`src/rtl/uart_rx.sv`:
```
// 8N1 serial receiver, LSB first. It recovers one byte per frame from an asynchronous line.
// Each frame ends in a one-cycle valid strobe or a one-cycle framing-error strobe.
module uart_rx #(
    parameter int unsigned clk_hz    = 50_000_000,
    parameter int unsigned baud_rate = 9600
) (
    input  logic       clk,
    input  logic       rst_n,
    input  logic       rx,
    output logic [7:0] rx_data,
    output logic       rx_valid,
    output logic       frame_err,
    output logic       rx_busy
);

    localparam int unsigned CPB     = clk_hz / baud_rate;
    localparam int unsigned HALF    = CPB / 2;
    localparam logic [15:0] CPB_M1  = 16'(CPB - 1);
    localparam logic [15:0] HALF_M1 = 16'(HALF - 1);

    typedef enum logic [2:0] {
        S_IDLE,
        S_START,
        S_DATA,
        S_STOP,
        S_BREAK
    } state_t;

    state_t      state_q;
    logic        s1_q, s2_q;
    logic [15:0] cnt_q;
    logic [2:0]  bit_idx_q;
    logic [7:0]  sh_q;
    logic [7:0]  rx_data_q;
    logic        rx_valid_q, frame_err_q, rx_busy_q;

    logic        rx_s;
    logic [15:0] cnt_d;
    logic [7:0]  sh_d;

    assign rx_s  = s2_q;
    assign cnt_d = cnt_q + 16'd1;
    assign sh_d  = {rx_s, sh_q[7:1]};

    always_ff @(posedge clk or negedge rst_n) begin
        if (!rst_n) begin
            state_q     <= S_IDLE;
            s1_q        <= 1'b1;
            s2_q        <= 1'b1;
            cnt_q       <= '0;
            bit_idx_q   <= '0;
            sh_q        <= '0;
            rx_data_q   <= '0;
            rx_valid_q  <= 1'b0;
            frame_err_q <= 1'b0;
            rx_busy_q   <= 1'b0;
        end else begin
            s1_q        <= rx;
            s2_q        <= s1_q;
            rx_valid_q  <= 1'b0;
            frame_err_q <= 1'b0;
            case (state_q)
                S_IDLE: begin
                    if (!rx_s) begin
                        state_q   <= S_START;
                        cnt_q     <= '0;
                        rx_busy_q <= 1'b1;
                    end
                end
                S_START: begin
                    cnt_q <= cnt_d;
                    // Re-check the line at mid start bit; a high line here was only a glitch.
                    if (cnt_q == HALF_M1) begin
                        if (!rx_s) begin
                            state_q   <= S_DATA;
                            cnt_q     <= '0;
                            bit_idx_q <= '0;
                        end else begin
                            state_q   <= S_IDLE;
                            rx_busy_q <= 1'b0;
                        end
                    end
                end
                S_DATA: begin
                    cnt_q <= cnt_d;
                    if (cnt_q == CPB_M1) begin
                        sh_q  <= sh_d;
                        cnt_q <= '0;
                        if (bit_idx_q == 3'd7) begin
                            state_q <= S_STOP;
                        end else begin
                            bit_idx_q <= bit_idx_q + 3'd1;
                        end
                    end
                end
                S_STOP: begin
                    cnt_q <= cnt_d;
                    if (cnt_q == CPB_M1) begin
                        rx_data_q <= sh_q;
                        cnt_q     <= '0;
                        if (rx_s) begin
                            rx_valid_q <= 1'b1;
                            state_q    <= S_IDLE;
                            rx_busy_q  <= 1'b0;
                        end else begin
                            frame_err_q <= 1'b1;
                            state_q     <= S_BREAK;
                        end
                    end
                end
                S_BREAK: begin
                    // A held-low line is a break, not a new start bit; wait for idle.
                    if (rx_s) begin
                        state_q   <= S_IDLE;
                        rx_busy_q <= 1'b0;
                    end
                end
                default: begin
                    state_q   <= S_IDLE;
                    rx_busy_q <= 1'b0;
                end
            endcase
        end
    end

    assign rx_data   = rx_data_q;
    assign rx_valid  = rx_valid_q;
    assign frame_err = frame_err_q;
    assign rx_busy   = rx_busy_q;

endmodule

```
`config.mk`:
```
export PLATFORM = sky130hd
export DESIGN_NAME = uart_rx
export DESIGN_NICKNAME = d
export VERILOG_FILES = /design/src/rtl/uart_rx.sv
export SDC_FILE = /design/constraint.sdc
export NUM_CORES = 1
export LEC_CHECK = 0
export ABC_AREA = 1
export CELL_PAD_IN_SITES_DETAIL_PLACEMENT = 0
export CELL_PAD_IN_SITES_GLOBAL_PLACEMENT = 1
export CORE_UTILIZATION = 47
export CTS_CLUSTER_DIAMETER = 150
export CTS_CLUSTER_SIZE = 12
export DETAILED_ROUTE_END_ITERATION = 10
export PLACE_DENSITY_LB_ADDON = 0.1
export SLEW_MARGIN = 20
export SYNTH_ARGS = -nofsm -noshare
export SYNTH_HDL_FRONTEND = slang
export SYNTH_SLANG_ARGS = --single-unit
```
`constraint.sdc`:
```
create_clock -name clk -period 3.23 [get_ports clk]
set_clock_uncertainty 0.2 [all_clocks]
set_input_delay 0.646 -clock clk [delete_from_list [all_inputs] [get_ports clk]]
set_output_delay 0.646 -clock clk [all_outputs]
set_load 0.1 [all_outputs]
```
==> run_results.csv, run 1 <==
group,metric,value,unit
sta,whs,0.1603,ns
min_path,hold_class,"reg -> reg",
synth,ys_seq_area_frac,0.4523,
synth,synth_area,2385,sq um
die,die_h,73.23,um
place,dpl-instance-area,2527,sq um
setup_path,required,3.23,ns
sta,rsz0062_at_grt,"false",
synth,synth-main-ff-cell,"dfrtp_1",
route,vias,1952,
sta,tns,0,ns
final_layout,fin_cells,388,
setup_path,cp.arrival,2.03,ns
die,dieArea,5363,sq um
place,dp_slack,1.230,ns
cts,cts_setup_buffers,0,
synth,synth.avg_cell_area,7.845,sq um
route,drc,0,
synth,netlist_top_cells_area,"dfrtp_1, nand2_1, nor2_1",
final_layout,fin_util,0.5444,
cts,clkSinkCount,43,
route,wirelength,5.186,mm
grt,grt_pass1_vias,1748,
cts,clock-root-buffer,"clkbuf_8",
synth,yosysTopAreaCell,"dfrtp_1",
route,drtAntennaViolNets,0,
setup_path,critPathMaxFanout,12,
cts,clk_latency,0.30,ns
die,initial_core_util,0.4951,
route,wl_per_cell,13.37,um
power_and_ir_drop,p_leak,1.313,nW
sta,finalWorstSetupSlack,1.201,ns
outcome,status,"finished, final reports clean",
grt,antenna_found_initial,0,
synth,synth_cell_types,29,
sta,max_freq,492.8,MHz
final_layout,stdcell_area,2623,sq um
grt,track_usage,0.2157,
final_layout,antenna_cells,0,
route,first_pass_iters,4,
route,drt_iter0_drc,95,
grt,grt_pass1_wl,8.700,mm
cts,cts_buffers,5,
sta,slew_viol_final,0,
sta,setup_viol,0,
flow_run,maxCapViolations,0,
sta,min_period,2.029,ns
cts,clk_pin_slew,0.09,ns
synth,synth_common_cells,"nand2_1, nor2_1, dfrtp_1",
grt,overflow,0,
place,placed_cells,380,
synth,yosysMostFrequentCell,"nand2_1",
sta,relSlewSlack,0.3626,
setup_path,cp-end-kind,"flip-flop",
cts,cts_resized,0,
die,top_level_ports,14,
cts,tritoncts,"done",
setup_path,critPathLaunchType,"flip-flop",
die,die_x,73.23,um
power_and_ir_drop,p_per_area,355.5,nW/um^2
synth,synth_top_area_share,0.4302,
grt,grt_max_degree,44,
synth,syn_nets,310,
place,numPortBuffers,13,
die,rows,25,
synth,syn_inst,304,
final_layout,nets,326,
power_and_ir_drop,power.total,0.9323,mW
synth,synth_edf_count,0,
cts,clockBufferDepth,2,
cts,postCtsHoldBufs,0,
cts,h-tree-depth,2,
setup_path,crit_type,"reg -> reg",
sta,hold_viol_final,0,
place,gp_congestion,0.8027,
power_and_ir_drop,peakVddDrop,0.0002503,V
final_layout,syn_to_final_growth,9.969,%
synth,ys_warn_count,0,
final_layout,drive_gt1_frac,0.1526,
place,hpwlAfterDp,3.691,mm
route,vias_per_cell,5.031,
sta,period_share,0.6283,
sta,worst_pin_slew,0.9561,ns
die,core-area,4817,sq um
synth,synthArstFlopShare,1.000,
synth,synth_seq_cells,43,
==> layout make-up <==
type / instances / area [sq um]
timing repair buffer: 13 / 97.59
clock inverter: 3 / 26.28
tap: 67 / 83.83
inverter: 40 / 151.4
multi-input combinational: 217 / 1116
clock buffer: 5 / 68.82
sequential: 43 / 1079
fill: 500 / 2195
==> power breakdown <==
group          leakage [nW]  switching, mW  internal [mW]
clock network        0.0491          0.216          0.159
registers             0.574        0.00223          0.540
logic                 0.690         0.0123        0.00245
total                  1.31          0.230          0.702
==> per-layer routing <==
layer	routed length (um)	share of wire	GRT usage
met5	0	0	0
met4	65	0.013	0.06318
met3	195	0.038	0.04834
met2	2247	0.43	0.3138
met1	2677	0.52	0.3184
==> layout by cell type, fill, tap and decap left out, drive strengths merged <==
master          n
o21bai          2
dfrtp          41
clkbuf          5
o221ai          1
clkdlybuf4s50   1
ha              3
nand4          11
xor2            7
nor3            1
o21ai          23
inv            40
nor2           51
a21oi           1
dfstp           2
nand3b          1
buf            12
nand3          25
o211ai          3
nand2          88
clkinv          3
==> registers in the layout, indices dropped and copies added, names as in the netlist <==
signal,count
s1_q,1
sh_q,8
frame_err,1
bit_idx_q,3
rx_valid,1
state_q,3
rx_busy,1
cnt_q,16
rx_s,1
rx_data,8
==> cells by family (layout without fill, tap and decap cells) <==
group,after synthesis,after routing,share of synthesized area
DFF,43,43,0.4523
AOI/OAI and AO/OA,30,30,0.08867
xor gates and xnor gates,7,7,0.02571
and+or+nand+nor,177,177,0.3379
adders and majority gates,3,3,0.01574
buffers and inverters,44,61,0.07974
==> final timing paths <==
kind | startpoint | to | slack (ns) | depth (start not counted)
setup / recovery | state_q[0] | cnt_q[5] | 1.20 | 9
setup reg to reg | state_q[0] | cnt_q[5] | 1.20 | 9
hold / removal | s1_q | rx_s | 0.16 | 0
hold reg to reg | s1_q | rx_s | 0.16 | 0
max in group asynchronous | rst_n | state_q[0] | 1.96 | 1
min in group asynchronous | rst_n | cnt_q[6] | 0.28 | 1
==> worst max-delay path, cell delays in order (launching register included) <==
cell and delay [ns]:
dfrtp_1 0.40, inv_1 0.11, nand2_1 0.08, nor2_1 0.15, nand2_1 0.11, nand2_2 0.29, inv_1 0.24, nand2_1 0.12
xor2_1 0.15, nor2_1 0.06
Note: power is estimated with default switching activity, not from simulation.
==> run 2: changes to the inputs <==
- CORE_UTILIZATION: 47 -> 44
- clock period: 3.23 -> 1.9 ns (I/O delays scaled with it)
==> run 2 against run 1 <==
- first-iteration DRC count up 35%
- register-to-register slack worse by 1.1 ns
- core utilization up 1.8 points
- combinational power up 140%
- worst hold slack worse by 0.0027 ns
- sequential cell count unchanged
- wire length down 0.12%
- largest power group unchanged
- highest routed layer unchanged
==> run_results.csv, run 2 (same netlist as run 1, synthesis figures left out) <==
group,metric,value,unit
sta,hold_viol_final,0,
die,top_level_ports,14,
final_layout,syn_to_final_growth,21.98,%
die,die_x,75.62,um
setup_path,critical_path.most_common_cell,"nand2_1",
final_layout,fin_cells,403,
sta,rsz0062_at_grt,"true",
sta,max_freq,567.5,MHz
cts,clk_latency,0.30,ns
power_and_ir_drop,p_clk_frac,0.430,
setup_path,crit_type,"reg -> reg",
min_path,hold_class,"reg -> reg",
sta,tns,0,ns
route,drc,0,
grt,grt_pass1_vias,1849,
final_layout,mostFrequentLayoutCells,"nand2_1, dfrtp_1, nor2_1, inv_1, nand3_1",
power_and_ir_drop,peakVddDrop,0.0004383,V
grt,overflow,0,
setup_path,cp.arrival,1.78,ns
grt,track_usage,0.2061,
grt,antenna_found_initial,0,
place,numPortBuffers,13,
final_layout,drive_gt1_frac,0.1922,
cts,cts_buffers,5,
final_layout,final_common_cell,"nand2_1",
power_and_ir_drop,p_per_area,576.0,nW/um^2
cts,clock-root-buffer,"clkbuf_8",
final_layout,antenna_cells,0,
setup_path,critPathMaxFanout,18,
cts,clk_pin_slew,0.08,ns
cts,clockBufferDepth,2,
cts,h-tree-depth,2,
place,dpl-instance-area,2754,sq um
sta,period_share,0.9274,
power_and_ir_drop,internal-power,1.321,mW
final_layout,largest_register_ffs,16,
grt,grt_max_degree,27,
power_and_ir_drop,netSwitchingFraction,0.2117,
route,drt_iter0_drc,128,
route,drtAntennaViolNets,0,
power_and_ir_drop,power_frac_seq,0.549,
die,core-area,5172,sq um
die,rows,26,
place,hpwlAfterDp,3.830,mm
route,wl_per_cell,12.85,um
route,vias,2004,
sta,min_period,1.762,ns
sta,finalWorstSetupSlack,0.1380,ns
grt,grt_pass1_wl,8.811,mm
sta,worst_pin_slew,0.4384,ns
final_layout,stdcell_area,2909,sq um
place,placed_cells,391,
power_and_ir_drop,power_frac_comb,0.021,
setup_path,max_stage_delay,0.41,ns
setup_path,path_cells,"ha_2, nand2_1, clkinv_1, nand2_1, nor2_2, nand2_4, clkinv_2, nand2_4, nand2_1, o21ai_2",
final_layout,regMostFlops,"cnt_q",
final_layout,fin_util,0.5624,
flow_run,maxCapViolations,0,
power_and_ir_drop,p_leak,1.421,nW
die,initial_core_util,0.4611,
setup_path,cp_slowest_cell,"dfrtp_1",
sta,slew_viol_final,0,
power_and_ir_drop,power.total,1.676,mW
setup_path,critPathLaunchType,"flip-flop",
route,first_pass_iters,7,
place,dp_slack,0.07663,ns
power_and_ir_drop,p_switching,0.3548,mW
route,vias_per_cell,4.973,
setup_path,required,1.92,ns
route,wirelength,5.180,mm
die,die_h,75.62,um
setup_path,cp-end-kind,"flip-flop",
sta,setup_viol,0,
place,gp_congestion,0.8616,
die,dieArea,5718,sq um
cts,clkSinkCount,43,
cts,tritoncts,"done",
final_layout,nets,338,
outcome,status,"finished, final reports clean",
sta,relSlewSlack,0.7077,
sta,whs,0.1576,ns
==> run 2: cell types whose count changed in the layout (fill, tap and decap cells not counted), sizes merged <==
cell         before  now
clkinv            3    4
inv              40   38
buf              12   23
dlygate4sd3       0    1
bufinv            0    1
==> run 2: worst max-delay path: cells and delay by family, from the launching register on <==
| family | cells | cell delay, ns |
|---|---|---|
| adders and majority gates | 1 | 0.22 |
| AOI/OAI and AO/OA | 1 | 0.07 |
| and+or+nand+nor | 6 | 0.63 |
| DFF | 1 | 0.41 |
| buffers and inverters | 2 | 0.18 |
==> run 2: layout make-up <==
type	count	area, sq um
multi-input combinational	217	1126
tap	70	87.58
timing repair buffer	25	352.8
fill	482	2263
sequential	43	1079
clock buffer	5	68.82
inverter	40	151.4
clock inverter	3	43.79
==> run 2: final timing paths <==
| kind | start | to | slack [ns] | depth (start not counted) |
|---|---|---|---|---|
| setup / recovery | cnt_q[0] | rx_data[6] | 0.14 | 10 |
| hold / removal | s1_q | rx_s | 0.16 | 0 |
| setup reg to reg | cnt_q[0] | rx_data[6] | 0.14 | 10 |
| hold reg to reg | s1_q | rx_s | 0.16 | 0 |
| max in group asynchronous | rst_n | rx_data[2] | 0.66 | 3 |
| min in group asynchronous | rst_n | cnt_q[13] | 0.34 | 2 |
==> run 2: power by group through the flow <==
stage | Clock (mW) | Sequential [mW] | Combinational [mW]
after global routing | 0.775 | 0.921 | 0.0409
after detailed placement | 0 | 0.939 | 0.0353
after floorplan | 0 | 0.937 | 0.00706
after global placement | 0 | 0.939 | 0.0353
after CTS | 0.751 | 0.920 | 0.0369
final | 0.720 | 0.921 | 0.0347
==> run 2: layer usage <==
metal,global-route usage,up-vias,routed length [um]
li1,-,1021,-
met1,0.3047,930,2562
met2,0.3105,51,2354
met3,0.04233,2,241
met4,0.04938,0,22
met5,0,-,0
==> run 2: what timing repair did <==
item | in CTS | in global routing
hold endpoints to repair | 15 | 0
setup buffers | 0 | 3
resized for setup | 0 | 4
hold buffers | 1 | 0
endpoints found under the setup margin | 0 | 29
==> run 3: changes to the inputs <==
- CTS_CLUSTER_SIZE: 12 -> default
==> results of run 3 <==
The final DEF is identical to that of run 2; final timing and power are the same.
